`config.mk`:
```
export PLATFORM = sky130hd
export DESIGN_NAME = cfi_log_queue
export DESIGN_NICKNAME = d
export VERILOG_FILES = /design/src/rtl/cfi_log_queue.sv
export SDC_FILE = /design/constraint.sdc
export NUM_CORES = 1
export LEC_CHECK = 0
export CORE_MARGIN = 2
export CORE_UTILIZATION = 35
export CTS_CLUSTER_DIAMETER = 50
export DETAILED_ROUTE_END_ITERATION = 10
export GPL_TIMING_DRIVEN = 0
export PLACE_DENSITY = 0.62
export SLEW_MARGIN = 10
export SYNTH_ARGS = -nofsm -noshare
export SYNTH_HDL_FRONTEND = slang
export SYNTH_SLANG_ARGS = --single-unit
```
`constraint.sdc`:
```
create_clock -name clk_i -period 36.4 [get_ports clk_i]
set_input_delay 9.1 -clock clk_i [delete_from_list [all_inputs] [get_ports clk_i]]
set_output_delay 9.1 -clock clk_i [all_outputs]
set_load 0.01 [all_outputs]
```
`src/rtl/cfi_log_queue.sv`:
```
// ============================================================================
// Module   : cfi_log_queue
// Purpose  : Multi-port-in / single-port-out queue of CFI log entries for the
//            CFI checker, with a saturating count of entries lost to overflow.
//            Define CFI_QUEUE_STALL_EN to drive stall_o from free space.
// Revision : 1.0 - initial release
// ============================================================================
`default_nettype none

package cfi_log_queue_pkg;
    typedef struct packed {
        logic [63:0] addr_pc;
        logic [63:0] target_pc;
        logic [3:0]  cf_type;
    } cfi_log_t;
endpackage

module cfi_log_queue
    import cfi_log_queue_pkg::*;
#(
    parameter int unsigned NR_COMMIT_PORTS = 2,
    parameter int unsigned DEPTH           = 8,
    parameter int unsigned CNT_W           = 16
) (
    input  logic                       clk_i,
    input  logic                       rst_ni,
    input  cfi_log_t                   log_i [NR_COMMIT_PORTS],
    input  logic [NR_COMMIT_PORTS-1:0] cfi_i,
    input  logic [NR_COMMIT_PORTS-1:0] commit_ack_i,
    input  logic                       enable_i,
    output logic                       stall_o,
    output logic                       log_valid_o,
    input  logic                       log_ready_i,
    output cfi_log_t                   log_o,
    output logic                       drop_o,
    output logic [CNT_W-1:0]           drop_cnt_o,
    input  logic                       clear_drop_i
);

    localparam int unsigned PTR_W = $clog2(DEPTH);
    localparam int unsigned CW    = PTR_W + 1;

    logic [PTR_W-1:0]           head_q, head_d;
    logic [PTR_W-1:0]           tail_q, tail_d;
    logic [CW-1:0]              count_q, count_d;
    logic                       drop_q;
    logic [CNT_W-1:0]           drop_cnt_q, drop_cnt_d;
    cfi_log_t                   storage_q [DEPTH];

    logic [NR_COMMIT_PORTS-1:0] w_req;
    logic [NR_COMMIT_PORTS-1:0] w_acc;
    logic [PTR_W-1:0]           w_wr_idx [NR_COMMIT_PORTS];
    logic [CW-1:0]              w_free;
    logic [CW-1:0]              w_n_acc;
    logic [CW-1:0]              w_n_drop;
    logic                       w_pop;
    logic [CNT_W:0]             w_drop_sum;

    assign w_req = {NR_COMMIT_PORTS{enable_i}} & commit_ack_i & cfi_i;
    assign w_pop = (count_q != '0) & log_ready_i;

    // Free space comes from registered count only, so a same-cycle pop never
    // makes room for a same-cycle push. Once one request misses, all younger miss.
    always_comb begin
        w_free   = CW'(DEPTH) - count_q;
        w_n_acc  = '0;
        w_n_drop = '0;
        w_acc    = '0;
        for (int unsigned i = 0; i < NR_COMMIT_PORTS; i++) begin
            w_wr_idx[i] = tail_q + w_n_acc[PTR_W-1:0];
            if (w_req[i]) begin
                if (w_n_acc < w_free) begin
                    w_acc[i] = 1'b1;
                    w_n_acc  = w_n_acc + CW'(1);
                end else begin
                    w_n_drop = w_n_drop + CW'(1);
                end
            end
        end
    end

    always_comb begin
        head_d     = head_q + PTR_W'(w_pop);
        tail_d     = tail_q + w_n_acc[PTR_W-1:0];
        count_d    = count_q + w_n_acc - CW'(w_pop);
        w_drop_sum = (clear_drop_i ? {(CNT_W+1){1'b0}} : {1'b0, drop_cnt_q})
                   + (CNT_W+1)'(w_n_drop);
        drop_cnt_d = w_drop_sum[CNT_W] ? {CNT_W{1'b1}} : w_drop_sum[CNT_W-1:0];
    end

    always_ff @(posedge clk_i) begin
        if (!rst_ni) begin
            head_q     <= '0;
            tail_q     <= '0;
            count_q    <= '0;
            drop_q     <= 1'b0;
            drop_cnt_q <= '0;
        end else begin
            head_q     <= head_d;
            tail_q     <= tail_d;
            count_q    <= count_d;
            drop_q     <= (w_n_drop != '0);
            drop_cnt_q <= drop_cnt_d;
        end
    end

    always_ff @(posedge clk_i) begin
        for (int unsigned i = 0; i < NR_COMMIT_PORTS; i++) begin
            if (w_acc[i]) begin
                storage_q[w_wr_idx[i]] <= log_i[i];
            end
        end
    end

    assign log_valid_o = (count_q != '0);
    assign log_o       = storage_q[head_q];
    assign drop_o      = drop_q;
    assign drop_cnt_o  = drop_cnt_q;

`ifdef CFI_QUEUE_STALL_EN
    assign stall_o = (w_free < CW'(NR_COMMIT_PORTS));
`else
    assign stall_o = 1'b0;
`endif

endmodule

`default_nettype wire

```
# --- Word-level counts from Yosys, hierarchy flattened ---
# Memories as Yosys holds them, arrays and structs flattened. A register that Yosys moved wholly into a read port is not among the register bits.
# Cells that the tools add are included.
word_totals:
  register_bits: 27
  latch_bits: 0
  ramBits: 1056
  mem_bits_ro: 0
  in_bits: 273
  out_inout_bits: 151
  memories: 1
op_classes:
  add_sub_neg: 9
  multipliers: 0
  div_mod_pow: 0
  n_lt_le_gt_ge: 2
  n_eq_ne: 0
  shift: 0
  n_mux: 19
  bitwise_logic: 3
  n_reduce_logical: 2
mem_list:
  columns: ["name", "words", "word_bits", "rd", "rd_ports_with_merged_regs", "wr", "line_no", "text"]
  rows:
  - ["storage_q", 8, 132, 1, 1, 2, "48", "cfi_log_t storage_q [DEPTH];"]
ops:
  columns: ["cell", "n"]
  rows:
  - ["16-bit 2-to-1 mux", 2]
  - ["16-bit by 4-bit adder with 17-bit output", 1]
  - ["4-bit 2-to-1 mux", 4]
  - ["1-bit 2-to-1 mux", 12]
  - ["4-bit by 1-bit adder with 4-bit output, second input constant", 2]
  - ["4-bit nonzero test", 2]
  - ["3-bit adder", 2]
  - ["4-bit adder", 1]
  - ["2-bit AND", 2]
  - ["1-bit by 4-bit < comparator with 1-bit output, first input constant", 1]
  - ["4-bit < comparator", 1]
  - ["4-bit by 1-bit subtractor with 4-bit output", 1]
  - ["4-bit subtractor, first input constant", 1]
  - ["3-bit by 1-bit adder with 3-bit output", 1]
  - ["3-bit 2-to-1 mux", 1]
  - ["1-bit AND", 1]

# --- Depth between registers and ports, before layout ---
logic_depth:
  depth_word: 9
  mapped_depth: 16
  ltp_nobuf: 15

# --- Worst setup path after synthesis ---
# No wires, ideal clock.
synth_timing:
  path_type: "input to register"
  startpoint: "in cfi_i[0]"
  endpoint: "mem storage_q[0][0] in the netlist's numbering (enable)"
  setup_time_ps: 981
  t_arrival_ps: 22774
  required_ps: 35419
  setup_slack_ps: 12646
  stages: 3
  path_cell_list: "nand3_1 > a31o_2 > o41ai_1"
synth_lines:
  columns: ["item", "line_no", "text"]
  rows:
  - ["start, declared", "28", "input logic [NR_COMMIT_PORTS-1:0] cfi_i,"]
  - ["end, declared", "48", null]

==> summary.md <==
| Metric | Value |
|---|---|
| Status | `finished clean` |
| CTS root buf | `clkbuf_16` |
| Worst IR Drop VDD | `43.9 uV` |
| Reg2reg start | `count_q[0]$_SDFF_PN0_` |
| WL/cell | `27.9 um` |
| Pwr dens | `56.3 nW/um2` |
| Sequential fraction of the synthesis area | `59.6%` |
| LEAKAGE | `21.7 nW` |
| Setup slack after layout | `22050 ps` |
| # IOs | `424` |
| Pre-CTS setup slack | `21260 ps` |
| Layout Nets | `3901` |
| Htree depth | `4` |
| Syn Inst Count | `2911` |
| Worst path bufs/invs | `14` |
| Clock latency on the worst-skew pair | `780 ps` |
| Crit path max-delay family | `buffers and inverters` |
| Total power | `0.00375 W` |
| Chip Width | `397 um` |
| CTS Hold Buffers Added | `0` |
| Rows | `144` |
| Detail Route Antenna Nets | `0` |
| Setup crit start | `enable_i` |
| RSZ-0062 raised after global routing | `false` |
| Vias per cell | `5.34` |
| DP HPWL | `105000 um` |
| Crit path max-delay cell type | `clkdlybuf4s50_1` |
| Port buffer count | `422` |
| Clock transition at path regs | `60 ps` |
| TritonCTS Buffers | `141` |
| Synth Register Bits | `1083` |
| Hold Path Class | `register to register` |
| Synth-to-layout area growth | `23.1%` |
| Global placer's final weighted congestion | `0.777` |
| Core footprint | `154000 um2` |
| Critical Path End | `storage_q[5][79]$_DFFE_PP_` |
| Crit path capture type | `register` |
| Chip height | `397 um` |
| Max-cap check violation count | `0` |
| DR vias | `30900` |
| CP required | `36890 ps` |
| Final period util | `39.4%` |
| WS Path Type | `input port to register` |
| Worst R2R End | `storage_q[5][79]$_DFFE_PP_` |
| DRC violation count after routing | `0` |
| Avg Cell Area, Syn | `18.6 um2` |
| R2R depth | `23` |
| Die area | `158000 um2` |
| Startpoint Class | `input port` |
| PostCTS Resize Cnt | `0` |
| Fin crit period | `14350 ps` |
| Antenna violations before repair | `46` |
| Pins over their slew limit | `0` |
| Layout cells sized above 1 | `38.6%` |
| Synthesis Warnings | `0` |
| Area after DPL | `62100 um2` |
| Pre-antenna DRT Iters | `7` |
| FFs w/ async S/R, synth | `0%` |
| Fin Setup TNS | `0 ps` |
| Post-Syn Nets | `3204` |
| Largest net degree at the start of global routing | `43` |
| Worst rel slew slack | `14.7%` |
| Endpoints failing setup | `0` |
| Post-synth cell types | `57` |
| Commonest non-fill, non-tap cell in the layout | `edfxtp_1` |
| Fillers | `13500` |
| Global-route wire length before repair | `231000 um` |
| CTS tree | `yes` |
| Reg2reg setup slack | `30070 ps` |
| CTS Sinks | `1083` |
| Critical Path, Cell by Cell | `clkdlybuf4s50_1, nand3_1, a31o_2, inv_1, ha_1, ha_1, buf_1, nor3_1, o21ai_2, buf_2, buf_2, o41ai_2, buf_2, buf_2, buf_4, buf_4, buf_4, buf_4, buf_2, buf_6, buf_4` |
| Cell depth of the worst setup path | `21` |
| Starting Density | `35.2%` |
| Max incr delay on CP | `580 ps` |
| Final Skew | `29.2 ps` |
| Max clock buf depth | `3` |
| Max Fclk | `69.7 MHz` |
| Worst hold-check slack | `515 ps` |
| Routed WL | `161000 um` |
| Post-CTS setup buffers | `0` |
| Least-Margin Pin Slew | `1280 ps` |
| Area of the mapped netlist | `54100 um2` |
| Post-synth EDFFs | `1056` |
| WP data arrival | `14840 ps` |
| Primary flip-flop cell chosen by synthesis mapping | `edfxtp_1` |
| Gr ovfl total | `0` |
| Hold Fails Final Rpt | `0` |
| Most frequent cells in the layout | `edfxtp_1 (1056), mux2_2 (667), mux2_1 (522)` |
| Worst-path fanout max | `11` |
| Vias in the first global route | `32200` |
| GR Util All Layers | `20.3%` |
| Initial DRC count | `2890` |
| Post-layout instance area | `66600 um2` |
[registers in the layout, indices dropped and copies added, names as in the netlist]
signal	cells
drop_cnt_o	16
head_q	3
count_q	4
tail_q	3
storage_q	1056
drop_o	1
[layer usage]
layer  vias up  track usage [%]  wire [um]  part of all wire, %
li1      13400                -          -                    -
met1     16200             27.1      68400                   42
met3       251             4.71      10900                  6.7
met4        50             5.82       3640                  2.3
met2       947             33.0      78000                   48
met5         -                0        302                 0.19
[final cells by class]
| cell class | count | area (um2) | area share (%) |
|---|---|---|---|
| repair buffers | 554 | 5380 | 8.08 |
| clock inverters | 77 | 752 | 1.13 |
| well taps | 2044 | 2560 | 3.84 |
| plain buffers | 196 | 1150 | 1.72 |
| diodes | 18 | 45.0 | 0.0677 |
| multi-input cells | 1610 | 20700 | 31.1 |
| flip-flops and latches | 1083 | 32300 | 48.4 |
| clock buffers | 176 | 3680 | 5.53 |
| inverters | 22 | 82.6 | 0.124 |
[cells by family (layout without fill, tap and decap cells)]
logic type,Yosys count,count (layout),synth area share (%)
multiplexers,1453,1453,35.8
flip-flops,1083,1083,59.6
buffers and inverters,218,1025,2.26
AND/OR/NAND/NOR,69,69,0.782
AO/OA/AOI/OAI,53,53,0.824
adder cells (fa/ha/maj),20,20,0.504
XOR/XNOR,14,14,0.227
other,1,19,0.00693
[stage by stage]
step | std cells | utilization [%]
floorplan | 2911 | -
global placement | 5377 | 39.6
detailed placement | 5509 | 40.4
CTS | 5762 | 43.3
global route | 5774 | 43.3
finish | 5780 | 43.3
[worst min path at each step]
stage	from	to	slack, ps	cells after the start
4_1_cts	drop_cnt_o[12]$_SDFF_PN0_	drop_cnt_o[12]$_SDFF_PN0_	520	1
3_5_place_dp	drop_cnt_o[12]$_SDFF_PN0_	drop_cnt_o[12]$_SDFF_PN0_	500	1
2_1_floorplan	drop_cnt_o[12]$_SDFF_PN0_	drop_cnt_o[12]$_SDFF_PN0_	500	1
5_1_grt	drop_cnt_o[12]$_SDFF_PN0_	drop_cnt_o[12]$_SDFF_PN0_	570	1
6_report	drop_cnt_o[12]$_SDFF_PN0_	drop_cnt_o[12]$_SDFF_PN0_	510	1
3_3_place_gp	drop_cnt_o[12]$_SDFF_PN0_	drop_cnt_o[12]$_SDFF_PN0_	500	1
[cells in the mapped netlist, drive strengths merged, types with 5 or more instances]
master / instances / area (um2)
inv: 22 / 82.6
xor2: 5 / 43.8
nor3: 5 / 25.0
a21oi: 10 / 95.1
clkbuf: 44 / 165
o21ai: 13 / 80.1
nor4: 5 / 37.5
and2: 10 / 62.6
mux2: 1189 / 13400
buf: 152 / 975
or3: 5 / 36.3
nand4: 5 / 31.3
dfxtp: 27 / 541
xnor2: 9 / 78.8
mux4: 264 / 5950
o21a: 7 / 52.6
ha: 17 / 213
nand2: 9 / 33.8
nand3: 5 / 25.0
edfxtp: 1056 / 31700
[power breakdown]
group | internal (W) | switching [W]
clock | 0.000777 | 0.000559
sequential | 0.00143 | 0.0000132
combinational | 0.000499 | 0.000470
Power figures use the tool's default switching activity.
